File: src/rtl/aes_vector_driver.sv
// Vector RAM plus sequencer that drives AES_top one vector at a time and scores its results.
// Optional build macro AES_DRV_CAPTURE_EN adds fail_data_out (output of first mismatching vector).
module aes_vector_driver #(
   parameter int DEPTH      = 8,
   parameter int GAP_CYCLES = 4,
   parameter int TIMEOUT    = 64,
   parameter int AW         = $clog2(DEPTH)
) (
   input  logic          AES_clk,
   input  logic          AES_rst_n,
   input  logic          cfg_we,
   input  logic [1:0]    cfg_sel,
   input  logic [AW-1:0] cfg_addr,
   input  logic [127:0]  cfg_wdata,
   input  logic [AW:0]   cfg_num,
   input  logic          start,
   output logic          busy,
   output logic          done,
   output logic [AW:0]   pass_cnt,
   output logic [AW:0]   fail_cnt,
   output logic          timeout_flag,
   output logic [AW-1:0] first_fail_idx,
`ifdef AES_DRV_CAPTURE_EN
   output logic [127:0]  fail_data_out,
`endif
   output logic          AES_en,
   output logic [127:0]  AES_data_in,
   output logic [127:0]  AES_key_in,
   input  logic [127:0]  AES_data_out,
   input  logic          AES_data_out_valid
);

   localparam int CntMax = (TIMEOUT > GAP_CYCLES) ? TIMEOUT : GAP_CYCLES;
   localparam int CW     = $clog2(CntMax + 1);
   localparam logic [AW:0] DepthW = (AW + 1)'(DEPTH);
   localparam logic [AW:0] One    = (AW + 1)'(1);

   typedef enum logic [2:0] {StIdle, StSetup, StRun, StCheck, StGap, StDone} state_e;

   state_e          state_q, state_d;
   logic [AW:0]     run_q, run_d;
   logic [AW-1:0]   idx_q, idx_d;
   logic [CW-1:0]   cnt_q, cnt_d;
   logic [AW:0]     pass_q, pass_d;
   logic [AW:0]     fail_q, fail_d;
   logic            tmo_q, tmo_d;
   logic [AW-1:0]   ffi_q, ffi_d;
   logic [127:0]    data_q, data_d;
   logic [127:0]    key_q, key_d;
   logic [127:0]    cap_q, cap_d;
`ifdef AES_DRV_CAPTURE_EN
   logic [127:0]    fdata_q, fdata_d;
`endif

   logic [127:0]    pt_ram  [DEPTH];
   logic [127:0]    key_ram [DEPTH];
   logic [127:0]    exp_ram [DEPTH];

   // Vector RAM is not reset; writes only land while idle.
   always_ff @(posedge AES_clk) begin
      if (cfg_we && state_q == StIdle) begin
         case (cfg_sel)
            2'd0:    pt_ram[cfg_addr]  <= cfg_wdata;
            2'd1:    key_ram[cfg_addr] <= cfg_wdata;
            2'd2:    exp_ram[cfg_addr] <= cfg_wdata;
            default: ;
         endcase
      end
   end

   always_ff @(posedge AES_clk) begin
      if (!AES_rst_n) begin
         state_q <= StIdle;
         run_q   <= '0;
         idx_q   <= '0;
         cnt_q   <= '0;
         pass_q  <= '0;
         fail_q  <= '0;
         tmo_q   <= 1'b0;
         ffi_q   <= '0;
         data_q  <= '0;
         key_q   <= '0;
         cap_q   <= '0;
`ifdef AES_DRV_CAPTURE_EN
         fdata_q <= '0;
`endif
      end else begin
         state_q <= state_d;
         run_q   <= run_d;
         idx_q   <= idx_d;
         cnt_q   <= cnt_d;
         pass_q  <= pass_d;
         fail_q  <= fail_d;
         tmo_q   <= tmo_d;
         ffi_q   <= ffi_d;
         data_q  <= data_d;
         key_q   <= key_d;
         cap_q   <= cap_d;
`ifdef AES_DRV_CAPTURE_EN
         fdata_q <= fdata_d;
`endif
      end
   end

   always_comb begin
      state_d = state_q;
      run_d   = run_q;
      idx_d   = idx_q;
      cnt_d   = cnt_q;
      pass_d  = pass_q;
      fail_d  = fail_q;
      tmo_d   = tmo_q;
      ffi_d   = ffi_q;
      data_d  = data_q;
      key_d   = key_q;
      cap_d   = cap_q;
`ifdef AES_DRV_CAPTURE_EN
      fdata_d = fdata_q;
`endif
      case (state_q)
         StIdle: begin
            if (start) begin
               run_d  = cfg_num;
               idx_d  = '0;
               cnt_d  = '0;
               pass_d = '0;
               fail_d = '0;
               tmo_d  = 1'b0;
               ffi_d  = '0;
`ifdef AES_DRV_CAPTURE_EN
               fdata_d = '0;
`endif
               // An out-of-range count skips straight to the done pulse.
               if (cfg_num == '0 || cfg_num > DepthW) state_d = StDone;
               else                                   state_d = StSetup;
            end
         end
         StSetup: begin
            data_d  = pt_ram[idx_q];
            key_d   = key_ram[idx_q];
            cnt_d   = '0;
            state_d = StRun;
         end
         StRun: begin
            if (AES_data_out_valid) begin
               cap_d   = AES_data_out;
               state_d = StCheck;
            end else if (cnt_q == CW'(TIMEOUT - 1)) begin
               if (fail_q == '0) ffi_d = idx_q;
               fail_d  = fail_q + One;
               tmo_d   = 1'b1;
               cnt_d   = '0;
               state_d = StGap;
            end else begin
               cnt_d = cnt_q + CW'(1);
            end
         end
         StCheck: begin
            if (cap_q == exp_ram[idx_q]) begin
               pass_d = pass_q + One;
            end else begin
               if (fail_q == '0) begin
                  ffi_d = idx_q;
`ifdef AES_DRV_CAPTURE_EN
                  fdata_d = cap_q;
`endif
               end
               fail_d = fail_q + One;
            end
            cnt_d   = '0;
            state_d = StGap;
         end
         StGap: begin
            if (cnt_q == CW'(GAP_CYCLES - 1)) begin
               cnt_d = '0;
               if ({1'b0, idx_q} == run_q - One) begin
                  state_d = StDone;
               end else begin
                  idx_d   = idx_q + AW'(1);
                  state_d = StSetup;
               end
            end else begin
               cnt_d = cnt_q + CW'(1);
            end
         end
         StDone:  state_d = StIdle;
         default: state_d = StIdle;
      endcase
   end

   assign busy           = state_q inside {StSetup, StRun, StCheck, StGap};
   assign done           = (state_q == StDone);
   assign AES_en         = (state_q == StRun);
   assign pass_cnt       = pass_q;
   assign fail_cnt       = fail_q;
   assign timeout_flag   = tmo_q;
   assign first_fail_idx = ffi_q;
   assign AES_data_in    = data_q;
   assign AES_key_in     = key_q;
`ifdef AES_DRV_CAPTURE_EN
   assign fail_data_out  = fdata_q;
`endif

endmodule
File: config.mk
export PLATFORM = sky130hd
export DESIGN_NAME = aes_vector_driver
export DESIGN_NICKNAME = d
export VERILOG_FILES = /design/src/rtl/aes_vector_driver.sv
export SDC_FILE = /design/constraint.sdc
export NUM_CORES = 2
export LEC_CHECK = 0
export ABC_AREA = 0
export CAP_MARGIN = 15
export CORE_MARGIN = 4
export CORE_UTILIZATION = 42
export CTS_BUF_LIST = sky130_fd_sc_hd__clkbuf_4
export DETAILED_ROUTE_END_ITERATION = 10
export DONT_BUFFER_PORTS = 1
export MAX_ROUTING_LAYER = met4
export SETUP_SLACK_MARGIN = 0.02
export SYNTH_ARGS = -nofsm -noshare
export SYNTH_HDL_FRONTEND = slang
export SYNTH_SLANG_ARGS = --single-unit
File: constraint.sdc
create_clock -name AES_clk -period 7.4 [get_ports AES_clk]
set_input_delay 1.11 -clock AES_clk [delete_from_list [all_inputs] [get_ports AES_clk]]
set_output_delay 1.11 -clock AES_clk [all_outputs]
set_load 0.05 [all_outputs]
==> results.md <==
* Unrepaired setup endpoints after global routing: no
* GPL Wtd Cong at 0.8314
* Final Instance Area at 0.1512 sq mm
* Status: finished, final reports clean
* Worst skew pair latency at 1.58 ns
* Avg Cell Area, Syn at 20.17 sq um
* Area grow syn2layout at 15.77%
* Final ANT Viol Nets at 0
* Root buf cell: clkbuf_4
* Core footprint at 0.3094 sq mm
* Final Hold Fails at 0
* Hold path startpoint: cfg_addr[0]
* Die H at 565.7 um
* First-pass GRT wire length at 493700 um
* Fillers at 25950
* Met3 Routed Length at 25850 um
* WL per Instance at 27.87 um
* Slew Viols, Final at 0
* Worst ir drop on vdd at 0.6429 mV
* Placed inst area at 0.1359 sq mm
* CP endpoint kind: flip-flop
* # IOs at 541
* Crit Path Class: reg -> reg
* CP startpoint kind: flip-flop
* Largest net degree at the start of global routing at 187
* WL met2 at 170800 um
* Fraction of synthesis flops using an asynchronous set or reset pin at 0%
* Length of routed wiring on met1 at 139800 um
* Post CTS Setup Buffer Count at 0
* # DRC at 0
* Routed vias at 67350
* Post-Route Utilization at 48.88%
* Top layer in use: met4
* Final setup vio count at 0
* WL final at 345300 um
* DP Wirelength at 200700 um
* Post-layout nets at 7691
* Number of global-route vias before repair at 69360
* DIE AREA at 0.3200 sq mm
* Post-synth cell types at 61
* Worst endpoint required time at 8.92 ns
* Worst-path fanout max at 51
* Commonest non-fill, non-tap cell in the layout: edfxtp_1
* Post-layout min period at 5.914 ns
* PwrDens at 332.5 mW/mm^2
* Final period util at 79.92%
* Critical Path AT at 7.44 ns
* Max_cap viols at 0
* DRT Pass-1 Iters at 5
* Post-synth EDFFs at 3072
* Commonest non-fill, non-tap cells in the layout: edfxtp_1 (3072), clkbuf_4 (1327), mux4_2 (679)
* CTS buffer count at 872
* CTS tree: built
* Cell Area, Synth at 0.1306 sq mm
* All-Layer GR Usage at 21.88%
* Depth of the CTS H-tree at 6
* Cells after Synth at 6474
* Type of the tightest min-delay check: in -> reg
* Starting Density at 42.22%
* Synth Flop Type: edfxtp_1
* Die width at 565.7 um
* Gr ovfl total at 0
* Antenna violations before repair at 105
* Clock skew at 0.1423 ns
* Sequential share of the synthesized area at 77.00%
* Syn nets at 6750
* Synth warn at 0
* PortBufs at 0
* Fraction of layout cells with a size suffix above 1 at 27.96%
* Slew headroom at 21.08%
* Worst-margin pin slew at 1.180 ns
* Row count at 204
* CTS clk-pin slew, worst paths at 0.06 ns
* Achievable clock frequency at 169.1 MHz
* Clock Sinks at 3488
* Clk buf depth at 4
* DR vias/cell at 5.435
* DRT iter0 DRCs at 5943
* Synthesis-stage register bit count at 3488
* Static Leak at 46.91 nW
-- cells by family (layout without fill, tap and decap cells) --
kind of cell,after synthesis,after routing,synth area share [%]
AOI/OAI and AO/OA,544,544,2.857
xor gates and xnor gates,116,116,0.7778
adders and majority gates,6,6,0.05748
buffers and inverters,375,2088,1.247
DFF,3488,3488,77.00
muxes,1199,1199,15.70
other,0,85,0
and+or+nand+nor,746,746,2.355
-- sequential cells by signal, indices dropped and copies added (netlist names), named ones only --
register	flops
AES_key_in	128
run_q	4
exp_ram	1024
cap_q	128
timeout_flag	1
key_ram	1024
AES_data_in	128
idx_q	3
state_q	3
cnt_q	7
first_fail_idx	3
fail_cnt	4
pt_ram	1024
pass_cnt	4
-- power breakdown --
part / switching [mW] / internal, mW / total, mW
registers: 2.95 / 22.3 / 25.3
logic: 4.78 / 3.85 / 8.63
clock network: 7.96 / 8.41 / 16.4
total: 15.7 / 34.6 / 50.3
-- path summary, 6_finish.rpt --
kind / slack, ns / endpoint / cells after the start
setup reg to reg: 1.49 / fail_cnt[0] / 11
setup / recovery: 1.49 / fail_cnt[0] / 11
hold / removal: 0.26 / key_ram[1][69] / 3
hold reg to reg: 0.48 / cap_q[13] / 2
-- critical path, stage by stage, from the launching register on --
cell and delay, ns:
dfxtp_4 0.93, buf_4 0.54, mux4_2 0.38, mux2i_1 0.18, xnor2_1 0.25, nor4_1 0.95
nand4_1 0.25, or4_1 0.57, or4_1 0.84, and2_1 0.30, o22ai_1 0.10, dlygate4sd3_1 0.56
-- per-stage QoR --
stage	hold WS (ns)	TNS, ns	worst slack (ns)	power [mW]	cells
global placement	0.4602	0	1.885	33.89	10340
floorplan	0.4459	-249.90	-0.2126	31.53	6474
CTS	0.03163	0	1.515	50.96	12310
finish	0.2603	0	1.486	50.27	12390
global route	0.1129	0	1.340	52.78	12390
detailed placement	0.4654	0	1.777	33.99	10340
-- synth_stat cells, types with 6 or more instances --
| master | instances | share of area (%) |
|---|---|---|
| a211oi_1 | 256 | 1.5 |
| a21oi_1 | 144 | 0.55 |
| a221oi_1 | 11 | 0.074 |
| a22o_1 | 33 | 0.22 |
| a22oi_1 | 41 | 0.24 |
| buf_1 | 78 | 0.22 |
| buf_2 | 43 | 0.16 |
| buf_4 | 18 | 0.10 |
| buf_6 | 9 | 0.078 |
| clkbuf_1 | 216 | 0.62 |
| dfxtp_1 | 416 | 6.4 |
| edfxtp_1 | 3072 | 71 |
| ha_1 | 6 | 0.057 |
| inv_1 | 6 | 0.017 |
| mux2_2 | 10 | 0.086 |
| mux2i_1 | 510 | 3.9 |
| mux4_2 | 679 | 12 |
| nand2_1 | 316 | 0.91 |
| nand3_1 | 24 | 0.092 |
| nand3b_1 | 7 | 0.040 |
| nand4_1 | 17 | 0.081 |
| nor2_1 | 311 | 0.89 |
| nor2b_1 | 6 | 0.029 |
| nor3_1 | 21 | 0.080 |
| nor4_1 | 14 | 0.067 |
| o21ai_0 | 27 | 0.10 |
| xnor2_1 | 66 | 0.44 |
| xor2_1 | 50 | 0.34 |
-- repair_timing --
item	4_1_cts	5_1_grt
endpoints found under the hold margin	3373	0
hold buffers	316	0
resized for setup	0	0
-- routing by layer --
metal  vias to the layer above  track usage, %
li1                      29100               -
met1                     35280           27.86
met2                      2486           34.91
met3                       495           5.283
met4                         0           6.765
met5                         -               -
-- final cells by class --
class | count | area (sq um) | share of cell area [%]
sequential | 3488 | 100600 | 66.53
multi-input combinational | 2611 | 28620 | 18.93
clock buffer | 1327 | 9962 | 6.588
tap | 4120 | 5155 | 3.409
timing repair buffer | 433 | 4917 | 3.252
clock inverter | 319 | 1703 | 1.126
antenna | 85 | 212.7 | 0.1407
inverter | 9 | 41.29 | 0.02731
Power figures use the tool's default switching activity.
